$ cat src/rtl/key_enc_debounce.sv
// Purpose : synchronise, debounce and edge-detect two active-low push-buttons
//           and a 4-bit active-low switch vector; present clean active-high
//           levels plus single-cycle press/release/long-press/change strobes.
// Latency : DB_CNT+2 clk cycles from the first raw sample of a new level to
//           the debounced level and its strobe (2 synchroniser stages, then
//           DB_CNT+1 consecutive agreeing samples in the decision logic).
// Backpressure: none; strobes are one-cycle pulses and must be consumed when
//           they appear.
//
// Ports:
//   clk        system clock
//   rst        synchronous reset, active-low
//   key0/key1  raw buttons, active-low (0 = pressed)
//   enc[3:0]   raw switch vector, active-low per bit
//   key_lvl    debounced pressed level per key (1 = pressed)
//   key_press  one-cycle strobe on debounced press
//   key_rel    one-cycle strobe on debounced release
//   key_long   one-cycle strobe once a press has been held LONG_CNT cycles
//   enc_val    debounced switch value, active-high
//   enc_chg    one-cycle strobe whenever enc_val updates

module key_enc_debounce #(
  parameter int unsigned DB_CNT   = 1_000_000,  // debounce window, clk cycles
  parameter int unsigned LONG_CNT = 50_000_000  // long-press hold, clk cycles
) (
  input  logic       clk,
  input  logic       rst,
  input  logic       key0,
  input  logic       key1,
  input  logic [3:0] enc,
  output logic [1:0] key_lvl,
  output logic [1:0] key_press,
  output logic [1:0] key_rel,
  output logic [1:0] key_long,
  output logic [3:0] enc_val,
  output logic       enc_chg
);

  // Terminal counts, sized to the counter registers they are compared with.
  localparam logic [23:0] DB_LAST   = 24'(DB_CNT - 1);
  localparam logic [27:0] LONG_LAST = 28'(LONG_CNT - 1);
  localparam logic [27:0] LONG_SAT  = 28'(LONG_CNT);

  typedef enum logic [1:0] {
    IDLE         = 2'd0,
    PRESS_WAIT   = 2'd1,
    HELD         = 2'd2,
    RELEASE_WAIT = 2'd3
  } key_state_t;

  // ---------------------------------------------------------------------------
  // Two-flop synchroniser on every raw pin. Bits [1:0] are the keys, [5:2]
  // the switch vector. Reset value is the released level (all ones) so that
  // nothing downstream sees a phantom press while reset is active.
  // ---------------------------------------------------------------------------
  logic [5:0] raw;
  logic [5:0] sync1;
  logic [5:0] sync2;

  assign raw = {enc, key1, key0};

  always_ff @(posedge clk) begin
    if (!rst) begin
      sync1 <= '1;
      sync2 <= '1;
    end else begin
      sync1 <= raw;
      sync2 <= sync1;
    end
  end

  // Decision logic works in active-high terms from here on.
  logic [1:0] key_smp;
  logic [3:0] enc_smp;

  assign key_smp = ~sync2[1:0];
  assign enc_smp = ~sync2[5:2];

  // ---------------------------------------------------------------------------
  // Per-key FSM: state register / next-state logic / output logic.
  // ---------------------------------------------------------------------------
  key_state_t  st_q   [2];
  key_state_t  st_d   [2];
  logic [23:0] dcnt_q [2];
  logic [23:0] dcnt_d [2];
  logic [27:0] hcnt_q [2];
  logic [27:0] hcnt_d [2];

  logic [1:0]  press_d;
  logic [1:0]  rel_d;
  logic [1:0]  long_d;
  logic [1:0]  press_q;
  logic [1:0]  rel_q;
  logic [1:0]  long_q;

  // State register. Strobes are registered so they line up with the level
  // change they announce (both become visible after the same edge).
  always_ff @(posedge clk) begin
    if (!rst) begin
      for (int i = 0; i < 2; i++) begin
        st_q[i]   <= IDLE;
        dcnt_q[i] <= '0;
        hcnt_q[i] <= '0;
      end
      press_q <= '0;
      rel_q   <= '0;
      long_q  <= '0;
    end else begin
      for (int i = 0; i < 2; i++) begin
        st_q[i]   <= st_d[i];
        dcnt_q[i] <= dcnt_d[i];
        hcnt_q[i] <= hcnt_d[i];
      end
      press_q <= press_d;
      rel_q   <= rel_d;
      long_q  <= long_d;
    end
  end

  // Next-state logic.
  always_comb begin
    press_d = '0;
    rel_d   = '0;
    long_d  = '0;
    for (int i = 0; i < 2; i++) begin
      st_d[i]   = st_q[i];
      dcnt_d[i] = dcnt_q[i];
      hcnt_d[i] = hcnt_q[i];

      case (st_q[i])
        IDLE: begin
          if (key_smp[i]) begin
            st_d[i]   = PRESS_WAIT;
            dcnt_d[i] = '0;
          end
        end

        PRESS_WAIT: begin
          if (!key_smp[i]) begin
            // Bounce before the window closed: silently abandon the press.
            st_d[i]   = IDLE;
            dcnt_d[i] = '0;
          end else if (dcnt_q[i] == DB_LAST) begin
            st_d[i]    = HELD;
            dcnt_d[i]  = '0;
            hcnt_d[i]  = '0;
            press_d[i] = 1'b1;
          end else begin
            dcnt_d[i] = dcnt_q[i] + 24'd1;
          end
        end

        HELD: begin
          // The hold counter advances on every HELD cycle, including the one
          // on which a release sample arrives; it saturates one past the
          // long-press terminal so the strobe can only fire once per press.
          if (hcnt_q[i] == LONG_LAST) begin
            long_d[i] = 1'b1;
          end
          if (hcnt_q[i] < LONG_SAT) begin
            hcnt_d[i] = hcnt_q[i] + 28'd1;
          end
          if (!key_smp[i]) begin
            st_d[i]   = RELEASE_WAIT;
            dcnt_d[i] = '0;
          end
        end

        RELEASE_WAIT: begin
          // hcnt is frozen here, so release bounces only postpone key_long.
          if (key_smp[i]) begin
            st_d[i]   = HELD;
            dcnt_d[i] = '0;
          end else if (dcnt_q[i] == DB_LAST) begin
            st_d[i]   = IDLE;
            dcnt_d[i] = '0;
            rel_d[i]  = 1'b1;
          end else begin
            dcnt_d[i] = dcnt_q[i] + 24'd1;
          end
        end

        default: begin
          st_d[i]   = IDLE;
          dcnt_d[i] = '0;
        end
      endcase
    end
  end

  // Output logic. The level is a pure function of state: pressed from the
  // moment the press is accepted until the release is accepted.
  always_comb begin
    key_lvl = '0;
    for (int i = 0; i < 2; i++) begin
      key_lvl[i] = (st_q[i] == HELD) || (st_q[i] == RELEASE_WAIT);
    end
    key_press = press_q;
    key_rel   = rel_q;
    key_long  = long_q;
  end

  // ---------------------------------------------------------------------------
  // Switch vector debounce. One counter shared by all four bits: a new value
  // is first captured as a candidate, then must be seen unchanged for the
  // whole window. Any different value restarts the window with itself as the
  // new candidate; a return to the current value just resets the count.
  // ---------------------------------------------------------------------------
  logic [23:0] ecnt;
  logic [3:0]  cand;

  always_ff @(posedge clk) begin
    if (!rst) begin
      ecnt    <= '0;
      cand    <= '0;
      enc_val <= '0;
      enc_chg <= 1'b0;
    end else begin
      enc_chg <= 1'b0;
      if (enc_smp == enc_val) begin
        ecnt <= '0;
      end else if (enc_smp != cand) begin
        cand <= enc_smp;
        ecnt <= '0;
      end else if (ecnt == DB_LAST) begin
        enc_val <= cand;
        enc_chg <= 1'b1;
        ecnt    <= '0;
      end else begin
        ecnt <= ecnt + 24'd1;
      end
    end
  end

endmodule

$ cat config.mk
export PLATFORM = sky130hd
export DESIGN_NAME = key_enc_debounce
export DESIGN_NICKNAME = d
export VERILOG_FILES = /design/src/rtl/key_enc_debounce.sv
export SDC_FILE = /design/constraint.sdc
export NUM_CORES = 1
export LEC_CHECK = 0
export CAP_MARGIN = 30
export CORE_UTILIZATION = 35
export CTS_CLUSTER_DIAMETER = 40
export DETAILED_ROUTE_END_ITERATION = 12
export HOLD_SLACK_MARGIN = 0.12
export MAX_ROUTING_LAYER = met4
export SYNTH_ARGS = -nofsm -noshare
export SYNTH_HDL_FRONTEND = slang
export SYNTH_SLANG_ARGS = --single-unit
$ cat constraint.sdc
create_clock -name clk -period 2.2 [get_ports clk]
set_input_delay 0.44 -clock clk [delete_from_list [all_inputs] [get_ports clk]]
set_output_delay 0.44 -clock clk [all_outputs]
set_load 0.01 [all_outputs]
After elaboration in Yosys (flattened, before gate mapping)
Memory sizes are Yosys's and may differ from the RTL's.
Index checks and enable logic that the tools add are counted.

storage, ports and cells
  RAM bits = 108
  bits in registers = 51
  output and inout port bits = 13
  memories = 3

operators by class
  muxes and demuxes = 47
  $lt $le $gt $ge = 2
  eq/ne operators = 13
  add/subtract/negate cells = 5
  bitwise gates (word level) = 13
  reductions and logical operators = 14

memories
  name    depth  bits a word  rd ports  clocked after memory_dff  write ports  line  source
  hcnt_q  2      28           2         0                         2            86    logic [27:0] hcnt_q [2];
  dcnt_q  2      24           2         0                         2            84    logic [23:0] dcnt_q [2];
  st_q    2      2            2         0                         2            82    key_state_t st_q [2];

operator list
  operator                                                                count
  24-bit two-way mux                                                      12
  28-bit two-way mux                                                      8
  24-bit case mux with 4 select lines                                     2
  28-bit case mux with 2 select lines                                     2
  24-bit by 1-bit adder with 24-bit output, second input constant         3
  24-bit by 20-bit == test with 1-bit output, second input constant       3
  28-bit by 1-bit adder with 28-bit output, second input constant         2
  28-bit by 26-bit == test with 1-bit output, second input constant       2
  28-bit by 26-bit < comparator with 1-bit output, second input constant  2
  2-bit two-way mux                                                       14
  2-bit case mux with 4 select lines                                      2
  3-bit AND reduction                                                     3
  3-bit OR reduction                                                      3
  2-bit == test, second input constant                                    4
  1-bit two-way mux                                                       7
  1-bit bitwise OR                                                        6
  2-bit AND reduction                                                     3
  1-bit NOT                                                               5
  2-bit by 1-bit == test with 1-bit output, second input constant         2
  4-bit == test                                                           1
  2-bit logical NOT                                                       2
  4-bit != test                                                           1
  4-bit NOT                                                               1
  4-bit OR reduction                                                      1
  2 further kinds                                                         3

Depth between registers and ports, before layout
  word-level depth = 5
  depth in mapped cells = 10
  depth with buffers taken out = 7

Worst setup path after synthesis
Ideal clock, no wire load.

  path type = reg2reg
  from = memory dcnt_q[1][0], in the netlist dcnt_q[0][24]
  to = memory hcnt_q[1][23], in the netlist hcnt_q[0][51]
  stages on the path, launching flop included = 10
  period minus slack after synthesis = 2.102 ns
  arrival = 2.033 ns
  library setup time = 0.070 ns
  required time = 2.130 ns
  path slack = 0.098 ns
  path through = dfxtp_1 ha_1 and3_1 buf_2 nand4_1 nor4_1 nor2_1 clkbuf_1 or3_1 a21oi_1

RTL lines
  what                line
  start: declaration  84
  end: declaration    86

==> flow_metrics.env <==
export IMPL_hold_path_cell_count=1
export IMPL_crit_family="simple AND/OR/NAND/NOR gates"
export IMPL_slowest_delay_ps=340
export IMPL_synth_top_area_share_pct=43.0
export IMPL_die_width_um=148
export IMPL_placed_cells=1214
export IMPL_hp_class="reg2reg"
export IMPL_swShare_pct=22.8
export IMPL_finalMaxSlewViolations=0
export IMPL_clock_root_buffer="clkbuf_16"
export IMPL_fin_cells=1250
export IMPL_crit_type="reg2reg"
export IMPL_initial_core_util_pct=36.2
export IMPL_worstSkewPairLatency_ps=430
export IMPL_synthFlopType="dfxtp_1"
export IMPL_synth_net_count=914
export IMPL_drive_above_1_share_pct=12.8
export IMPL_synth_area_top_cells="dfxtp_1, nor2_1, xor2_1, xnor2_1, nand3_1"
export IMPL_placed_cell_area_um2=8350
export IMPL_wl_per_cell_um=13.3
export IMPL_holdBufCountCts=0
export IMPL_finalCritPeriodShare_pct=94.9
export IMPL_worstMarginPinSlew_ps=560
export IMPL_drc=0
export IMPL_synth_cells_most_frequent="dfxtp_1, nor2_1, nand2_1, nand3_1, xor2_1"
export IMPL_async_reset_ff_share_pct=0
export IMPL_gr_usage_all_layers_pct=16.3
export IMPL_ys_warn_count=0
export IMPL_comb_power_share_pct=3.8
export IMPL_outcome="complete, no violations"
export IMPL_cts_path_max_buffers=2
export IMPL_crit_chain="ha_2 > and3_4 > nand4_1 > buf_4 > o211a_2 > and3_1 > a41oi_1 > nor3_1"
export IMPL_synth_most_common_cell="dfxtp_1"
export IMPL_p_leak_nw=3.09
export IMPL_cts_buffers=17
export IMPL_p_int_w=0.00465
export IMPL_synth_area_leader_cell="dfxtp_1"
export IMPL_r2r_cells=8
export IMPL_nets=980
export IMPL_p_seq_share_pct=48.6
export IMPL_postSynthCellCount=901
export IMPL_max_slew_margin_pct=62.6
export IMPL_vias=6507
export IMPL_drtPass1Iterations=5
export IMPL_cp_num_buf_inv=1
export IMPL_clockPowerShare_pct=47.5
export IMPL_required_ps=2510
export IMPL_portBuffers=20
export IMPL_hp_start="sync1[0]$_SDFF_PN1_"
export IMPL_crit_start="dcnt_q[0][25]$_SDFFE_PN0P_"
export IMPL_setup_violations=0
export IMPL_fillers=2024
export IMPL_netlist_area_um2=7410
export IMPL_final_cell_area_um2=9020
export IMPL_vias_per_cell=5.21
export IMPL_diodes=0
export IMPL_grt_pass1_wl_mm=28.0
export IMPL_clk_pin_slew_ps=60
export IMPL_rows=52
export IMPL_hpwlAfterDp_mm=11.4
export IMPL_r2r_start="dcnt_q[0][25]$_SDFFE_PN0P_"
export IMPL_cap_violations=0
export IMPL_cpMaxStageDelayCell="dfxtp_2"
export IMPL_crit_cells=8
export IMPL_hold_worst_slack_ps=401
export IMPL_finClkSkew_ps=13.4
export IMPL_h_tree_depth=4
export IMPL_grt_overflow=0
export IMPL_switching_power_w=0.00138
export IMPL_syn_avg_cell_area_um2=8.23
export IMPL_fp_dieH_um=148
export IMPL_antenna_found_initial=0
export IMPL_cp_start_kind="register"
export IMPL_grt_pass1_vias=5822
export IMPL_cts_sinks=159
export IMPL_finalHoldViolations=0
export IMPL_num_io_pins=21
export IMPL_finalWirelength_mm=16.7
export IMPL_die_area_um2=21800
export IMPL_endpoint_kind="register"
export IMPL_p_per_area_nw_per_um2=668
export IMPL_ys_seq_area_share_pct=43.0
export IMPL_max_freq_mhz=479
export IMPL_area_growth_pct=21.7
export IMPL_drtAntennaViolNets=0
export IMPL_first_iter_violations=384
export IMPL_cts_tree="yes"
export IMPL_arrival_ps=2390
export IMPL_synth_seq_cells=159
export IMPL_core_um2=20500
export IMPL_grt_max_degree=28
export IMPL_gp_congestion=0.800
export IMPL_ir_worst_vdd_mv=0.402
export IMPL_ys_types=51
export IMPL_cp_max_fo=10
export IMPL_layout_min_cycle_time_ps=2090
export IMPL_synth_edff_count=0
[state kept, by name, summed over array words and instances (netlist names), named ones only]
name,cells
cand,4
dcnt_q,48
ecnt,24
enc_chg,1
enc_val,4
hcnt_q,56
key_long,2
key_press,2
key_rel,2
st_q,2
sync1,6
sync2,6
[layout by cell type (no fill, tap or decap), types with 4 or more instances in the layout]
cell,synthesis,routed
a211oi_1,7,7
a21oi_1,36,36
a311oi_1,7,7
a31oi_1,15,15
and2_1,6,6
and3_1,29,27
and4_1,11,11
buf_12,0,7
buf_4,0,65
clkbuf_16,0,17
clkdlybuf4s50_1,0,20
clkinvlp_4,0,4
dfxtp_1,159,157
ha_1,5,4
inv_1,20,20
mux2i_1,4,4
nand2_1,72,72
nand2b_1,18,18
nand3_1,64,64
nand4_1,29,29
nor2_1,122,121
nor2b_1,4,4
nor3_1,28,28
nor4_1,31,28
nor4b_1,7,6
o2111ai_1,6,6
o211a_1,5,4
o211ai_1,7,7
o21ai_0,38,38
or2_2,5,5
or3_1,9,9
or4_1,5,5
xnor2_1,37,37
xor2_1,39,39
[layout make-up]
cell class                 instances  area (µm²)  area share [%]
inverter                          20        75.1           0.832
sequential                       159        3190            35.3
clock inverter                    12         110            1.22
timing repair buffer              92         828            9.18
tap                              270         338            3.74
multi-input combinational        677        4020            44.5
clock buffer                      20         467            5.17
[through the flow]
stage	utilization (%)	power (W)	setup WS, ps	TNS [ps]
floorplan	-	0.00313	97.6	0
global placement	40.7	0.00323	98.6	0
detailed placement	40.7	0.00323	7.57	0
CTS	43.6	0.00612	67.4	0
global route	44.0	0.00626	-11.1	-15.4
finish	44.0	0.00602	113	0
[timing repair]
item                                    4_1_cts  5_1_grt
endpoints found under the setup margin        1       56
setup buffers                                 1        3
pin swaps                                     1        1
gates resized for setup                       0       11
gates cloned                                  0        0
[routing by layer]
layer / routed length, µm / GRT usage [%] / share of wire, % / vias to the layer above
li1: - / - / - / 3358
met1: 8510 / 21.6 / 51 / 3020
met2: 7480 / 24.9 / 45 / 115
met3: 565 / 3.49 / 3.4 / 14
met4: 117 / 4.59 / 0.70 / 0
met5: 0 / - / 0 / -
[final timing paths]
path,to,slack (ps)
setup / recovery,dcnt_q[0][32]$_SDFFE_PN0P_,110
setup reg to reg,dcnt_q[0][32]$_SDFFE_PN0P_,110
hold reg to reg,sync2[0]$_SDFF_PN1_,400
hold / removal,sync2[0]$_SDFF_PN1_,400
[power groups by stage]
stage / Combinational [W] / Clock, W / Sequential [W]
floorplan: 0.000144 / 0 / 0.00299
global placement: 0.000231 / 0 / 0.00299
detailed placement: 0.000233 / 0 / 0.00299
CTS: 0.000235 / 0.00295 / 0.00293
global route: 0.000256 / 0.00307 / 0.00293
finish: 0.000232 / 0.00286 / 0.00293
[kinds of logic (layout without fill, tap and decap cells)]
kind of cell / Yosys count / after routing / share of synthesized area (%)
simple gates: 449 / 449 / 30.8
flops: 159 / 159 / 43.0
compound gates: 143 / 143 / 12.4
xor+xnor: 76 / 76 / 8.98
buf+inv: 65 / 144 / 3.43
fa+ha+maj: 5 / 5 / 0.844
mux: 4 / 4 / 0.540
(Power assumes the default switching activity.)
